## src/rtl/console_pkg.sv

```systemverilog
// Shared register map, STATUS bit positions and drain FSM encoding for uart_console.
package console_pkg;

    localparam logic [31:0] OFF_TXDATA = 32'h0000_0000;
    localparam logic [31:0] OFF_STATUS = 32'h0000_0004;
    localparam logic [31:0] OFF_OVFCNT = 32'h0000_0008;

    localparam int ST_FULL   = 0;
    localparam int ST_EMPTY  = 1;
    localparam int ST_ACTIVE = 2;
    localparam int ST_TXBUSY = 3;
    localparam int ST_OVF    = 4;
    localparam int ST_COUNT  = 8;

    // Cycles spent in WSTART waiting for uart_tx to report busy before the byte is abandoned.
    localparam int WSTART_TIMEOUT = 4;

    typedef enum logic [2:0] {
        IDLE   = 3'd0,
        LOAD   = 3'd1,
        SEND   = 3'd2,
        WSTART = 3'd3,
        WDONE  = 3'd4
    } state_t;

endpackage

```

## src/rtl/sync_fifo.sv

```systemverilog
// Single-clock FIFO with registered read port; a push into a full FIFO is accepted
// only when a pop happens in the same cycle.
module sync_fifo
    import console_pkg::*;
#(
    parameter int WIDTH = 8,
    parameter int DEPTH = 16
) (
    input  logic                     clk,
    input  logic                     rst,
    input  logic                     push,
    input  logic [WIDTH-1:0]         push_data,
    input  logic                     pop,
    output logic [WIDTH-1:0]         pop_data,
    output logic                     full,
    output logic                     empty,
    output logic [$clog2(DEPTH):0]   count
);

    localparam int AW = $clog2(DEPTH);
    localparam logic [AW:0] FULL_COUNT = (AW+1)'(DEPTH);

    logic [WIDTH-1:0] mem [DEPTH];
    logic [AW-1:0]    wr_ptr_reg;
    logic [AW-1:0]    rd_ptr_reg;
    logic [AW:0]      count_reg;
    logic [WIDTH-1:0] pop_data_reg;
    logic             pop_ok;
    logic             push_ok;

    assign empty   = (count_reg == '0);
    assign full    = (count_reg == FULL_COUNT);
    assign pop_ok  = pop && !empty;
    assign push_ok = push && (!full || pop_ok);

    always_ff @(posedge clk) begin
        if (push_ok) begin
            mem[wr_ptr_reg] <= push_data;
        end
    end

    always_ff @(posedge clk) begin
        if (rst) begin
            wr_ptr_reg   <= '0;
            rd_ptr_reg   <= '0;
            count_reg    <= '0;
            pop_data_reg <= '0;
        end else begin
            if (push_ok) begin
                wr_ptr_reg <= wr_ptr_reg + AW'(1);
            end
            // Read data is registered on pop and then held until the next pop.
            if (pop_ok) begin
                rd_ptr_reg   <= rd_ptr_reg + AW'(1);
                pop_data_reg <= mem[rd_ptr_reg];
            end
            case ({push_ok, pop_ok})
                2'b10:   count_reg <= count_reg + (AW+1)'(1);
                2'b01:   count_reg <= count_reg - (AW+1)'(1);
                default: count_reg <= count_reg;
            endcase
        end
    end

    assign pop_data = pop_data_reg;
    assign count    = count_reg;

endmodule

```

## src/rtl/uart_console.sv

```systemverilog
// Memory-mapped console: TXDATA stores are queued and drained to uart_tx one byte at a time.
// Define CONSOLE_OVFCNT_EN to add the dropped-push counter (OVFCNT) and sticky STATUS overflow flag.
module uart_console
    import console_pkg::*;
#(
    parameter int          DEPTH     = 16,
    parameter logic [31:0] BASE_ADDR = 32'h0000_1000
) (
    input  logic        clk,
    input  logic        rst,
    input  logic        wr_en,
    input  logic        rd_en,
    input  logic [31:0] addr,
    input  logic [31:0] wdata,
    output logic [31:0] rdata,
    output logic        hit,
    output logic [7:0]  uart_tx_data,
    output logic        uart_tx_en,
    input  logic        uart_tx_busy
);

    localparam int CW = $clog2(DEPTH) + 1;
    localparam int TW = $clog2(WSTART_TIMEOUT);
    localparam logic [TW-1:0] TIMER_LAST = TW'(WSTART_TIMEOUT - 1);

    logic          sel_tx;
    logic          sel_status;
    logic          sel_ovf;
    logic          push;
    logic          pop;
    logic          full;
    logic          empty;
    logic [CW-1:0] count;
    logic [31:0]   status;
    logic [15:0]   ovf_cnt;
    logic          ovf_flag;
    logic          unused_wdata;

    state_t        state_reg;
    state_t        state_next;
    logic [TW-1:0] timer_reg;
    logic [TW-1:0] timer_next;

    assign sel_tx     = (addr == BASE_ADDR + OFF_TXDATA);
    assign sel_status = (addr == BASE_ADDR + OFF_STATUS);
    assign sel_ovf    = (addr == BASE_ADDR + OFF_OVFCNT);
    assign hit        = sel_tx || sel_status || sel_ovf;

    assign push         = wr_en && sel_tx;
    assign pop          = (state_reg == LOAD);
    assign unused_wdata = ^wdata[31:8];

    sync_fifo #(
        .WIDTH (8),
        .DEPTH (DEPTH)
    ) u_fifo (
        .clk       (clk),
        .rst       (rst),
        .push      (push),
        .push_data (wdata[7:0]),
        .pop       (pop),
        .pop_data  (uart_tx_data),
        .full      (full),
        .empty     (empty),
        .count     (count)
    );

    always_ff @(posedge clk) begin
        if (rst) begin
            state_reg <= IDLE;
            timer_reg <= '0;
        end else begin
            state_reg <= state_next;
            timer_reg <= timer_next;
        end
    end

    always_comb begin
        state_next = state_reg;
        timer_next = timer_reg;
        uart_tx_en = 1'b0;
        case (state_reg)
            IDLE: begin
                if (!empty && !uart_tx_busy) begin
                    state_next = LOAD;
                end
            end
            LOAD: begin
                state_next = SEND;
            end
            SEND: begin
                uart_tx_en = 1'b1;
                timer_next = '0;
                state_next = WSTART;
            end
            WSTART: begin
                // A transmitter that never acknowledges costs this byte but must not wedge the queue.
                if (uart_tx_busy) begin
                    state_next = WDONE;
                end else if (timer_reg == TIMER_LAST) begin
                    state_next = IDLE;
                end else begin
                    timer_next = timer_reg + TW'(1);
                end
            end
            WDONE: begin
                if (!uart_tx_busy) begin
                    state_next = IDLE;
                end
            end
            default: begin
                state_next = IDLE;
            end
        endcase
    end

`ifdef CONSOLE_OVFCNT_EN
    logic        drop;
    logic [15:0] ovf_cnt_reg;
    logic        ovf_flag_reg;

    assign drop = push && full && !pop;

    always_ff @(posedge clk) begin
        if (rst) begin
            ovf_cnt_reg  <= '0;
            ovf_flag_reg <= 1'b0;
        end else if (drop) begin
            if (ovf_cnt_reg != 16'hFFFF) begin
                ovf_cnt_reg <= ovf_cnt_reg + 16'd1;
            end
            ovf_flag_reg <= 1'b1;
        end
    end

    assign ovf_cnt  = ovf_cnt_reg;
    assign ovf_flag = ovf_flag_reg;
`else
    assign ovf_cnt  = '0;
    assign ovf_flag = 1'b0;
`endif

    // Count field starts at bit 8; only DEPTH=256 needs its ninth bit (bit 16).
    always_comb begin
        status                  = '0;
        status[ST_FULL]         = full;
        status[ST_EMPTY]        = empty;
        status[ST_ACTIVE]       = (state_reg != IDLE);
        status[ST_TXBUSY]       = uart_tx_busy;
        status[ST_OVF]          = ovf_flag;
        status[ST_COUNT +: CW]  = count;
    end

    always_comb begin
        rdata = '0;
        if (rd_en) begin
            if (sel_status) begin
                rdata = status;
            end else if (sel_ovf) begin
                rdata = {16'h0000, ovf_cnt};
            end
        end
    end

endmodule
```

## config.mk

```make
export PLATFORM = sky130hd
export DESIGN_NAME = uart_console
export DESIGN_NICKNAME = d
export VERILOG_FILES = /design/src/rtl/console_pkg.sv /design/src/rtl/sync_fifo.sv /design/src/rtl/uart_console.sv
export SDC_FILE = /design/constraint.sdc
export NUM_CORES = 1
export LEC_CHECK = 0
export CORE_MARGIN = 10
export CORE_UTILIZATION = 50
export CTS_CLUSTER_SIZE = 30
export DETAILED_ROUTE_END_ITERATION = 10
export HOLD_SLACK_MARGIN = 0.12
export PLACE_DENSITY = 0.76
export SETUP_SLACK_MARGIN = 0.02
export SLEW_MARGIN = 40
export SYNTH_ARGS = -nofsm -noshare
export SYNTH_HDL_FRONTEND = slang
export SYNTH_SLANG_ARGS = --single-unit
```

## constraint.sdc

```tcl
create_clock -name clk -period 5 [get_ports clk]
set_input_delay 1 -clock clk [delete_from_list [all_inputs] [get_ports clk]]
set_output_delay 1 -clock clk [all_outputs]
set_load 0.005 [all_outputs]
```

# After elaboration in Yosys (flattened, before gate mapping)
# Memories as Yosys holds them, arrays and structs flattened. A register that Yosys moved wholly into a read port is not among the register bits.
# Index checks and enable logic that the tools add are counted.
# op_classes
n_addsub	5
n_eq_ne	16
n_mux	14
reduce_logical	17
# op_table
op	n
$eq 32x13->1 const B	3
$mux 13	2
$pmux 3 s5	1
$mux 3	4
$pmux 5 s2	1
$add 4x1->4 const B	2
$ne 2x2->1 const B	4
$eq 3x2->1 const B	2
$reduce_and 3->1	2
$add 5x1->5 const B	1
$eq 5x5->1 const B	1
$logic_not 5->1	1
$sub 5x1->5 const B	1
$eq 2x2->1 const B	2
$logic_and 1x1->1	4
$mux 2	2
$pmux 2 s2	1
$reduce_bool 2->1	2
$eq 3x1->1 const B	1
$eq 3x3->1 const B	1
$logic_not 1->1	3
$logic_not 3->1	1
$logic_or 1x1->1	3
$mux 1	3
4 further kinds	4
# totals
reg_bits	18
ramBits	128
elab_cells	58
n_memories	1
# memory_table
name	words	word_bits	rd	rd_ports_with_merged_regs	wr	line_no	rtl
u_fifo.mem	16	8	1	1	1	sync_fifo.sv:23	logic [WIDTH-1:0] mem [DEPTH];

# Depth between registers and ports, before layout
# Gate-level depths: netlist of the first run.
# depth
ltp_word	7
depth_mapped	15

# By module
# From an unflattened synthesis of the first run, not the netlist that was laid out.
# hier_totals
cells_unflattened	461
hier_area_um2	6810.3
# modules_own_cells
module	instances	cells_each	area_per_inst_um2	seq_area_each_um2
sync_fifo	1	371	6095.8	4264.1
uart_console	1	90	714.4	100.1

# Worst setup path after synthesis of the first run
# OpenSTA, ideal clock, no wires.
# synth_timing
path_kind	input to register
from	input port addr[13]
to	register u_fifo.count_reg[4], in the netlist u_fifo.count[4]
arrival_ns	3.440
t_required_ns	4.879
setup_slack_ns	1.439
stages	13
path_buffers	2
path_cell_list	nor4b_1 -> and4_1 -> and4_1 -> buf_6 -> inv_4 -> ha_1 -> clkbuf_1 -> xor2_1 -> ha_1 -> a21oi_1 -> a32oi_1 -> a21oi_1 -> mux2_2
# synth_via
elab_chain_cells	5
elab_cells_between_ends	7
cone_classes	eq/ne (3); mux (1); reduce/logical (3)
# synth_lines
element	line_no	rtl
from (decl)	uart_console.sv:13	input logic [31:0] addr,
$eq 32x13->1 *	uart_console.sv:44	assign sel_tx = (addr == BASE_ADDR + OFF_TXDATA);
$logic_and 1x1->1 *	uart_console.sv:49	assign push = wr_en && sel_tx;
$logic_and 1x1->1 *	sync_fifo.sv:34	assign push_ok = push && (!full || pop_ok);
$eq 2x1->1 or $eq 2x2->1 (tied branches)	sync_fifo.sv:57	case ({push_ok, pop_ok})
$pmux 5 s2 or $reduce_bool 2->1 (tied branches)	-	
to (signal assigned)	sync_fifo.sv:58	2'b10: count_reg <= count_reg + (AW+1)'(1);
to (signal assigned)	sync_fifo.sv:59	2'b01: count_reg <= count_reg - (AW+1)'(1);
to (signal assigned)	sync_fifo.sv:60	default: count_reg <= count_reg;
to (decl)	sync_fifo.sv:26	logic [AW:0] count_reg;
# Every way passes the cells marked *; elsewhere a longest branch is shown, timed or not.
# A chain may end at the register's enable or synchronous reset.

# Final worst setup path of the first run
# layout_timing
from	input port addr[0]
to	output port rdata[0]
# layout_via
elab_chain_cells	3
# layout_lines
element	line_no	rtl
$eq 32x13->1	uart_console.sv:45	assign sel_status = (addr == BASE_ADDR + OFF_STATUS);
$mux 13	uart_console.sv:157	if (sel_status) begin
$mux 13	uart_console.sv:156	if (rd_en) begin
to (decl)	uart_console.sv:15	output logic [31:0] rdata,
# No other way between the ends.

==> report_table.html, run 1 <==
<table>
<tr><th>Metric</th><th>Value</th></tr>
<tr><th colspan="2">Setup path</th></tr>
<tr><td>Required @ worst endpoint</td><td>4.00 ns</td></tr>
<tr><td>Crit end category</td><td>primary output</td></tr>
<tr><td>RR Endpoint</td><td>u_fifo.count[4]</td></tr>
<tr><td>Path type of the worst setup path</td><td>primary input to primary output</td></tr>
<tr><td>Library cell contributing the largest single delay on the critical path</td><td>clkdlybuf4s50_1</td></tr>
<tr><td>Category of cells accounting for the largest share of critical-path delay</td><td>buffers and inverters</td></tr>
<tr><td>Path depth of the worst reg2reg path</td><td>11</td></tr>
<tr><td>Arrival time of the worst setup path</td><td>3.19 ns</td></tr>
<tr><td>CP Launch Type</td><td>primary input</td></tr>
<tr><td>Setup slack, reg-to-reg</td><td>1.53 ns</td></tr>
<tr><td>CP cell instances</td><td>clkdlybuf4s50_1 &gt; nor4_1 &gt; nand4_1 &gt; nor4_1 &gt; buf_4 &gt; and3_1 &gt; clkdlybuf4s50_1</td></tr>
<tr><td>Crit-path max FO</td><td>9</td></tr>
<tr><td>Startpoint of the worst register-to-register path</td><td>state_reg[0]</td></tr>
<tr><td>Largest stage delay on the critical path</td><td>0.51 ns</td></tr>
<tr><td>Buffers &amp; Inverters on Critical Path</td><td>3</td></tr>
<tr><th colspan="2">Timing</th></tr>
<tr><td>Total count of hold-check failures in the final report</td><td>0</td></tr>
<tr><td>Transition at the pin with the smallest max-transition slack</td><td>0.785 ns</td></tr>
<tr><td>Max-slew headroom</td><td>0.475</td></tr>
<tr><td>Final period utilization</td><td>0.839</td></tr>
<tr><td>Setup violations, final</td><td>0</td></tr>
<tr><td>Final critical delay including setup and external delays</td><td>4.19 ns</td></tr>
<tr><td>TNS Setup</td><td>0 ns</td></tr>
<tr><td>Fin. max-slew vios</td><td>0</td></tr>
<tr><td>Setup repair after global routing missed its margin</td><td>no</td></tr>
<tr><td>Peak clock frequency supported by timing</td><td>239 MHz</td></tr>
<tr><td>Clock Skews</td><td>0.00577 ns</td></tr>
<tr><th colspan="2">GRT</th></tr>
<tr><td>Vias in the first global route</td><td>3854</td></tr>
<tr><td>Largest net degree at the start of global routing</td><td>35</td></tr>
<tr><td>Gr ovfl total</td><td>0</td></tr>
<tr><td>First-pass GRT wire length</td><td>21400 microns</td></tr>
<tr><td>Number of antenna violations at the first check in global routing</td><td>0</td></tr>
<tr><td>Global-route usage over all layers</td><td>0.155</td></tr>
<tr><th colspan="2">Clocking</th></tr>
<tr><td>Number of post-CTS setup repair buffers</td><td>0</td></tr>
<tr><td>Buffer cell driving the clock tree root</td><td>clkbuf_16</td></tr>
<tr><td>Clock transition at the registers of the reported paths</td><td>0.06 ns</td></tr>
<tr><td>Number of H-tree levels</td><td>4</td></tr>
<tr><td>Clock tree from TritonCTS</td><td>yes</td></tr>
<tr><td>Clock buffer count from CTS</td><td>17</td></tr>
<tr><td>Post-CTS Hold Fix Bufs</td><td>0</td></tr>
<tr><td>Resize count post-CTS</td><td>0</td></tr>
<tr><td>Clock sink count</td><td>154</td></tr>
<tr><td>Maximum root-to-sink buffer count</td><td>2</td></tr>
<tr><td>Worst-skew pair later-pin latency</td><td>0.43 ns</td></tr>
<tr><th colspan="2">Run</th></tr>
<tr><td>Max_cap viols</td><td>0</td></tr>
<tr><th colspan="2">Hold path</th></tr>
<tr><td>Terminating pin of the worst hold path</td><td>timer_reg[1]</td></tr>
<tr><td>Hold-critical path depth</td><td>2</td></tr>
<tr><td>Min-delay src</td><td>timer_reg[1]</td></tr>
<tr><td>Class of the tightest hold or removal check</td><td>flip-flop to flip-flop</td></tr>
<tr><th colspan="2">Synth</th></tr>
<tr><td>Main combinational cell family by area after synthesis</td><td>multiplexers</td></tr>
<tr><td>Fraction of synthesis flops using an asynchronous set or reset pin</td><td>0</td></tr>
<tr><td>Fraction of synthesized cell area in xor and xnor cells</td><td>0.0121</td></tr>
<tr><td>Compound-Gate Fraction of Synth Area</td><td>0.0473</td></tr>
<tr><td>Synth warn</td><td>0</td></tr>
<tr><td>Instance count of the mapped netlist</td><td>424</td></tr>
<tr><td>Number of enable-type register cells in the synthesized netlist</td><td>128</td></tr>
<tr><td>Total standard cell area after synthesis</td><td>6530 sq um</td></tr>
<tr><td>Mux cell area share after synthesis</td><td>0.122</td></tr>
<tr><td>Post-synthesis sequential area ratio</td><td>0.668</td></tr>
<tr><td>Simple-gate area share of the yosys netlist</td><td>0.0858</td></tr>
<tr><td>Flops &amp; latches, synth</td><td>154</td></tr>
<tr><td>Arithmetic-cell share of the synthesized area counting full adders, half adders and majority gates</td><td>0.0172</td></tr>
<tr><td>Syn avg cell area</td><td>15.4 sq um</td></tr>
<tr><td>Top_reg_cell synth</td><td>edfxtp_1</td></tr>
<tr><td>Number of distinct standard cells referenced by the synthesized netlist</td><td>42</td></tr>
<tr><th colspan="2">Layout</th></tr>
<tr><td>Final #Nets</td><td>568</td></tr>
<tr><td>Number of flip-flops under the largest register name</td><td>128</td></tr>
<tr><td>Relative area change from synthesis to final layout</td><td>19.6%</td></tr>
<tr><td>Fraction of layout cells with a size suffix above 1</td><td>0.157</td></tr>
<tr><td>Finished Core Util</td><td>0.614</td></tr>
<tr><td>Number of diodes added for antenna fixing</td><td>0</td></tr>
<tr><th colspan="2">Power</th></tr>
<tr><td>Pwr per Cell Area</td><td>341 nW/um^2</td></tr>
<tr><td>Pleak</td><td>2.56 nW</td></tr>
<tr><td>Largest vdd supply drop</td><td>0.000374 V</td></tr>
<tr><th colspan="2">Die</th></tr>
<tr><td>Initial core utilization</td><td>0.514</td></tr>
<tr><td>I/O pins</td><td>111</td></tr>
<tr><td>Core region area</td><td>12700 sq um</td></tr>
<tr><td>Floorplan die width</td><td>134 microns</td></tr>
<tr><td>Vertical extent of the die</td><td>134 microns</td></tr>
<tr><td>Placement Rows</td><td>41</td></tr>
<tr><td>Full die area</td><td>18000 sq um</td></tr>
<tr><th colspan="2">Routing</th></tr>
<tr><td>Number of DRC violations after detailed-routing iteration 0</td><td>318</td></tr>
<tr><td>Remaining design rule violation count</td><td>0</td></tr>
<tr><td>Number of antenna-violating nets in the routed design</td><td>0</td></tr>
<tr><td>Total number of vias</td><td>3757</td></tr>
<tr><td>Wire length after detailed routing</td><td>13700 microns</td></tr>
<tr><td>Post-detailed-route via-to-cell ratio</td><td>5.57</td></tr>
<tr><td>Final routed wire length divided by cell count</td><td>20.3 microns</td></tr>
<tr><td>Iteration count of the initial detailed-routing pass</td><td>4</td></tr>
<tr><th colspan="2">Place</th></tr>
<tr><td>Number of buffer cells added on primary ports</td><td>63</td></tr>
<tr><td>Placer congestion estimate</td><td>0.930</td></tr>
<tr><td>Estimated wirelength of the detail-placed design</td><td>9150 microns</td></tr>
<tr><th colspan="2">Status</th></tr>
<tr><td>Outcome</td><td>finished clean</td></tr>
</table>
[layout by cell type (no fill, tap or decap), drive strengths merged, types with 4 or more instances in the layout]
cell type      instances
a21oi                 16
o21ai                  8
buf                    9
nand2                 12
inv                   14
conb                  23
mux4                  32
nor4                  10
a22oi                  8
clkdlybuf4s50         62
nor2                  43
clkbuf                17
nor3                   6
a311oi                 8
nor2b                  7
and3                   9
edfxtp               128
mux2i                  4
xor2                   6
dfxtp                 26
nand4                  4
clkinvlp               5
ha                     9
and2                   6
[worst min-delay path: stages (launching register included)]
cell and delay [ns]:
dfxtp_1 0.31, o21ai_0 0.08, a21oi_1 0.07
[power breakdown]
part	leakage (nW)	switching (mW)	internal, mW
clock	0.261	0.524	0.692
combinational	0.937	0.0328	0.0316
sequential	1.36	0.000161	1.39
[cells in the mapped netlist (9+ instances only)]
master	number	area, sq um
nor4_1	10	62.6
clkbuf_1	15	56.3
nor2_1	43	161
dfxtp_1	26	521
edfxtp_1	128	3840
ha_1	9	113
a21oi_1	16	80.1
mux4_2	32	721
nand2_1	12	45.0
buf_4	25	188
[worst max path at each step]
| stage | cells past startpoint | startpoint | slack [ns] | endpoint |
|---|---|---|---|---|
| 2_1_floorplan | 13 | addr[13] | 1.44 | u_fifo.count[4] |
| 3_3_place_gp | 12 | addr[24] | 0.80 | u_fifo.count[4] |
| 3_5_place_dp | 12 | addr[0] | 0.72 | u_fifo.count[4] |
| 4_1_cts | 7 | addr[24] | 0.78 | rdata[0] |
| 5_1_grt | 7 | addr[25] | 0.60 | rdata[0] |
| 6_report | 7 | addr[0] | 0.81 | rdata[0] |
[area by class of cell]
class                      instances  area [sq um]
timing repair buffer              71           686
clock buffer                      17           425
fill                             927          4910
sequential                       154          4370
clock inverter                    15           141
multi-input combinational        238          1940
tap                              172           215
inverter                           8          32.5
[kinds of logic (layout without fill, tap and decap cells)]
| family | after synthesis | count (layout) |
|---|---|---|
| simple gates | 111 | 111 |
| mux | 39 | 39 |
| buf+inv | 54 | 111 |
| flops | 154 | 154 |
| compound gates | 47 | 47 |
| fa+ha+maj | 9 | 9 |
| xor+xnor | 9 | 9 |
| other cells | 1 | 23 |
[metal layers]
layer,global-route usage,wire (microns)
met1,0.188,5570
met2,0.247,6620
met3,0.0545,1280
met4,0.0671,216
met5,0,0
[stage by stage]
step | instances | power, mW | worst slack, ns | hold WS (ns) | area [sq um]
after floorplan | 446 | 1.44 | 1.44 | 0.453 | 6620
after global placement | 643 | 1.48 | 0.798 | 0.469 | 7250
after detailed placement | 643 | 1.48 | 0.720 | 0.505 | 7240
after CTS | 675 | 2.68 | 0.783 | 0.514 | 7810
after global routing | 675 | 2.75 | 0.602 | 0.533 | 7810
final | 675 | 2.67 | 0.807 | 0.504 | 7810
No activity file was read; power rests on OpenSTA's default activity.
==> inputs of run 2 (changes only) <==
Settings changed: CORE_UTILIZATION 50 to 48.
Clock period 5 ns to 3.56 ns, I/O delays scaled along.
==> report_table.html, run 2 (synthesis results as in run 1) <==
<table>
<tr><th>Metric</th><th>Value</th></tr>
<tr><th colspan="2">Status</th></tr>
<tr><td>Outcome</td><td>finished clean</td></tr>
<tr><th colspan="2">Power</th></tr>
<tr><td>Part of the total power dissipated in sequential elements</td><td>0.531 (+0.011)</td></tr>
<tr><td>Fraction of power consumed by combinational cells</td><td>0.027 (+0.003)</td></tr>
<tr><td>Pleak</td><td>2.85 nW (+11%)</td></tr>
<tr><td>Internal cell power</td><td>2.95 mW (+40%)</td></tr>
<tr><td>Switching power</td><td>0.720 mW (+29%)</td></tr>
<tr><td>Pwr per Cell Area</td><td>455 nW/um^2 (+33%)</td></tr>
<tr><td>Largest vdd supply drop</td><td>0.000441 V (+18%)</td></tr>
<tr><td>Total Power</td><td>3.67 mW (+38%)</td></tr>
<tr><td>Switching Fraction</td><td>0.196 (-0.0131)</td></tr>
<tr><td>Clk network pwr share</td><td>0.442 (-0.014)</td></tr>
<tr><th colspan="2">Setup path</th></tr>
<tr><td>Path depth of the worst reg2reg path</td><td>11 (unchanged)</td></tr>
<tr><td>Crit end category</td><td>primary output</td></tr>
<tr><td>Setup slack, reg-to-reg</td><td>0.36 ns (-1.17 ns)</td></tr>
<tr><td>Crit-path max FO</td><td>2 (-7)</td></tr>
<tr><td>CP cell instances</td><td>clkdlybuf4s50_1 &gt; nor4_2 &gt; nand4_1 &gt; buf_4 &gt; buf_4 &gt; a211oi_1 &gt; clkdlybuf4s50_1</td></tr>
<tr><td>Required @ worst endpoint</td><td>2.85 ns (-1.15 ns)</td></tr>
<tr><td>Destination of the critical timing path</td><td>hit</td></tr>
<tr><td>Startpoint of the worst register-to-register path</td><td>state_reg[0]</td></tr>
<tr><td>CP Launch Type</td><td>primary input</td></tr>
<tr><td>Arrival time of the worst setup path</td><td>2.73 ns (-0.46 ns)</td></tr>
<tr><td>Library cell contributing the largest single delay on the critical path</td><td>clkdlybuf4s50_1</td></tr>
<tr><td>CP Depth</td><td>7 (unchanged)</td></tr>
<tr><td>Category of cells accounting for the largest share of critical-path delay</td><td>buffers and inverters</td></tr>
<tr><td>RR Endpoint</td><td>u_fifo.count[4]</td></tr>
<tr><td>Largest stage delay on the critical path</td><td>0.54 ns (+0.03 ns)</td></tr>
<tr><td>Worst setup startpoint</td><td>addr[23]</td></tr>
<tr><td>Path type of the worst setup path</td><td>primary input to primary output</td></tr>
<tr><td>Buffers &amp; Inverters on Critical Path</td><td>4 (+1)</td></tr>
<tr><th colspan="2">Timing</th></tr>
<tr><td>Final period utilization</td><td>0.967</td></tr>
<tr><td>Clock Skews</td><td>0.0102 ns (+0.00443 ns)</td></tr>
<tr><td>Post-route worst setup slack</td><td>0.118 ns (-0.689 ns)</td></tr>
<tr><td>Final critical delay including setup and external delays</td><td>3.44 ns</td></tr>
<tr><td>Fin. max-slew vios</td><td>0 (unchanged)</td></tr>
<tr><td>Total count of hold-check failures in the final report</td><td>0 (unchanged)</td></tr>
<tr><td>Hold WS</td><td>0.488 ns (-0.0163 ns)</td></tr>
<tr><td>Setup violations, final</td><td>0 (unchanged)</td></tr>
<tr><td>Max-slew headroom</td><td>0.501 (+0.0264)</td></tr>
<tr><td>Peak clock frequency supported by timing</td><td>291 MHz</td></tr>
<tr><td>Transition at the pin with the smallest max-transition slack</td><td>0.748 ns (-0.0367 ns)</td></tr>
<tr><th colspan="2">Die</th></tr>
<tr><td>I/O pins</td><td>111 (unchanged)</td></tr>
<tr><td>Vertical extent of the die</td><td>137 microns (+1.8%)</td></tr>
<tr><td>Full die area</td><td>18700 sq um (+3.5%)</td></tr>
<tr><td>Placement Rows</td><td>42 (+2.4%)</td></tr>
<tr><td>Floorplan die width</td><td>137 microns (+1.8%)</td></tr>
<tr><td>Core region area</td><td>13300 sq um (+4.5%)</td></tr>
<tr><td>Initial core utilization</td><td>0.491 (-0.0221)</td></tr>
<tr><th colspan="2">Routing</th></tr>
<tr><td>Number of antenna-violating nets in the routed design</td><td>0 (unchanged)</td></tr>
<tr><td>Number of DRC violations after detailed-routing iteration 0</td><td>319 (+0.31%)</td></tr>
<tr><td>Remaining design rule violation count</td><td>0 (unchanged)</td></tr>
<tr><td>Total number of vias</td><td>3940 (+4.9%)</td></tr>
<tr><td>Iteration count of the initial detailed-routing pass</td><td>5 (+1)</td></tr>
<tr><td>Wire length after detailed routing</td><td>14600 microns (+6.3%)</td></tr>
<tr><td>Post-detailed-route via-to-cell ratio</td><td>5.60 (+0.55%)</td></tr>
<tr><td>Final routed wire length divided by cell count</td><td>20.7 microns (+2.0%)</td></tr>
<tr><th colspan="2">Layout</th></tr>
<tr><td>Finished Layout Cells</td><td>704 (+4.3%)</td></tr>
<tr><td>Most common library cell in the layout ignoring fill and taps</td><td>edfxtp_1</td></tr>
<tr><td>Number of diodes added for antenna fixing</td><td>0 (unchanged)</td></tr>
<tr><td>Fraction of layout cells with a size suffix above 1</td><td>0.205 (+0.0475)</td></tr>
<tr><td>Relative area change from synthesis to final layout</td><td>23.5%</td></tr>
<tr><td>Number of flip-flops under the largest register name</td><td>128 (unchanged)</td></tr>
<tr><td>Top library cells by usage in the layout, fill and taps aside</td><td>128 x edfxtp_1, 53 x clkdlybuf4s50_1, 43 x nor2_1, 33 x buf_4, 32 x mux4_2</td></tr>
<tr><td>Cell area after layout</td><td>8070 sq um (+3.3%)</td></tr>
<tr><td>Final #Nets</td><td>593 (+4.4%)</td></tr>
<tr><th colspan="2">GRT</th></tr>
<tr><td>Largest net degree at the start of global routing</td><td>29 (-17%)</td></tr>
<tr><td>Gr ovfl total</td><td>0 (unchanged)</td></tr>
<tr><td>Number of antenna violations at the first check in global routing</td><td>0 (unchanged)</td></tr>
<tr><td>First-pass GRT wire length</td><td>21700 microns (+1.1%)</td></tr>
<tr><td>Global-route usage over all layers</td><td>0.154 (-0.00125)</td></tr>
<tr><td>Vias in the first global route</td><td>3884 (+0.78%)</td></tr>
<tr><th colspan="2">Place</th></tr>
<tr><td>Placed Cells</td><td>670 (+4.2%)</td></tr>
<tr><td>Instance area at placement</td><td>7420 sq um (+2.5%)</td></tr>
<tr><td>Placer congestion estimate</td><td>0.945 (+1.6%)</td></tr>
<tr><td>Estimated wirelength of the detail-placed design</td><td>9690 microns (+5.9%)</td></tr>
<tr><td>Worst slack, placed</td><td>-0.105 ns (-0.826 ns)</td></tr>
<tr><td>Number of buffer cells added on primary ports</td><td>63 (unchanged)</td></tr>
<tr><th colspan="2">Clocking</th></tr>
<tr><td>Clock sink count</td><td>154 (unchanged)</td></tr>
<tr><td>Worst-skew pair later-pin latency</td><td>0.42 ns (about the same)</td></tr>
<tr><td>Clock tree from TritonCTS</td><td>yes</td></tr>
<tr><td>Buffer cell driving the clock tree root</td><td>clkbuf_16</td></tr>
<tr><td>Number of H-tree levels</td><td>4 (unchanged)</td></tr>
<tr><td>Clock buffer count from CTS</td><td>17 (unchanged)</td></tr>
<tr><td>Clock transition at the registers of the reported paths</td><td>0.05 ns (about the same)</td></tr>
<tr><td>Maximum root-to-sink buffer count</td><td>2 (unchanged)</td></tr>
<tr><th colspan="2">Hold path</th></tr>
<tr><td>Min-delay src</td><td>timer_reg[1]</td></tr>
<tr><td>Class of the tightest hold or removal check</td><td>flip-flop to flip-flop</td></tr>
<tr><th colspan="2">Run</th></tr>
<tr><td>Max_cap viols</td><td>0 (unchanged)</td></tr>
</table>
==> run 2: changes by cell type in the layout (fill, tap and decap cells not counted), moves of 3 or more <==
cell / delta
nor4_1: -7
clkdlybuf4s50_1: -9
dlymetal6s2s_1: +9
clkinvlp_4: -3
buf_4: +25
nor4_2: +5
clkbuf_1: +4
inv_6: -5
==> run 2: power groups by stage <==
stage	Combinational [mW]	Sequential, mW	Clock [mW]
2_1_floorplan	0.0332	1.99	0
3_3_place_gp	0.0864	1.99	0
3_5_place_dp	0.0901	1.99	0
4_1_cts	0.0920	1.95	1.65
5_1_grt	0.107	1.95	1.73
6_report	0.0995	1.95	1.62
==> run 2: area by class of cell <==
cell class,count,area [sq um]
clock buffer,21,440
multi-input combinational,238,2010
fill,973,5230
clock inverter,11,97.6
timing repair buffer,96,896
inverter,8,32.5
tap,176,220
sequential,154,4370
==> run 2: repair_timing <==
action                                  CTS  global route
setup buffers                             0             2
endpoints found under the setup margin    9             9
pin swaps                                 1             5
resized for setup                         2            17
hold buffers                              0             0
==> run 2: worst min path at each step <==
stage	endpoint	slack [ns]	cells past startpoint
3_5_place_dp	timer_reg[1]	0.48	2
6_report	timer_reg[1]	0.49	2
2_1_floorplan	timer_reg[1]	0.45	2
5_1_grt	u_fifo.pop_data[3]	0.52	2
3_3_place_gp	timer_reg[1]	0.47	2
4_1_cts	timer_reg[1]	0.48	2
==> run 2: tightest hold or removal path: stages (launching register included) <==
cell and delay (ns):
dfxtp_1 0.31, o21ai_0 0.07, a21oi_1 0.06
==> run 2: through the flow <==
step / util / TNS, ns
6_report: 0.607 / 0
5_1_grt: 0.607 / -0.0324
4_1_cts: 0.600 / 0
3_5_place_dp: 0.558 / -0.173
3_3_place_gp: 0.559 / -0.0716
2_1_floorplan: - / 0
==> run 2: per-layer routing <==
layer,GRT usage,part of all wire,vias to the layer above
met5,0,0,-
met4,0.0450,0.011,0
met3,0.0484,0.090,11
met2,0.246,0.48,180
met1,0.198,0.42,1974
li1,-,-,1775
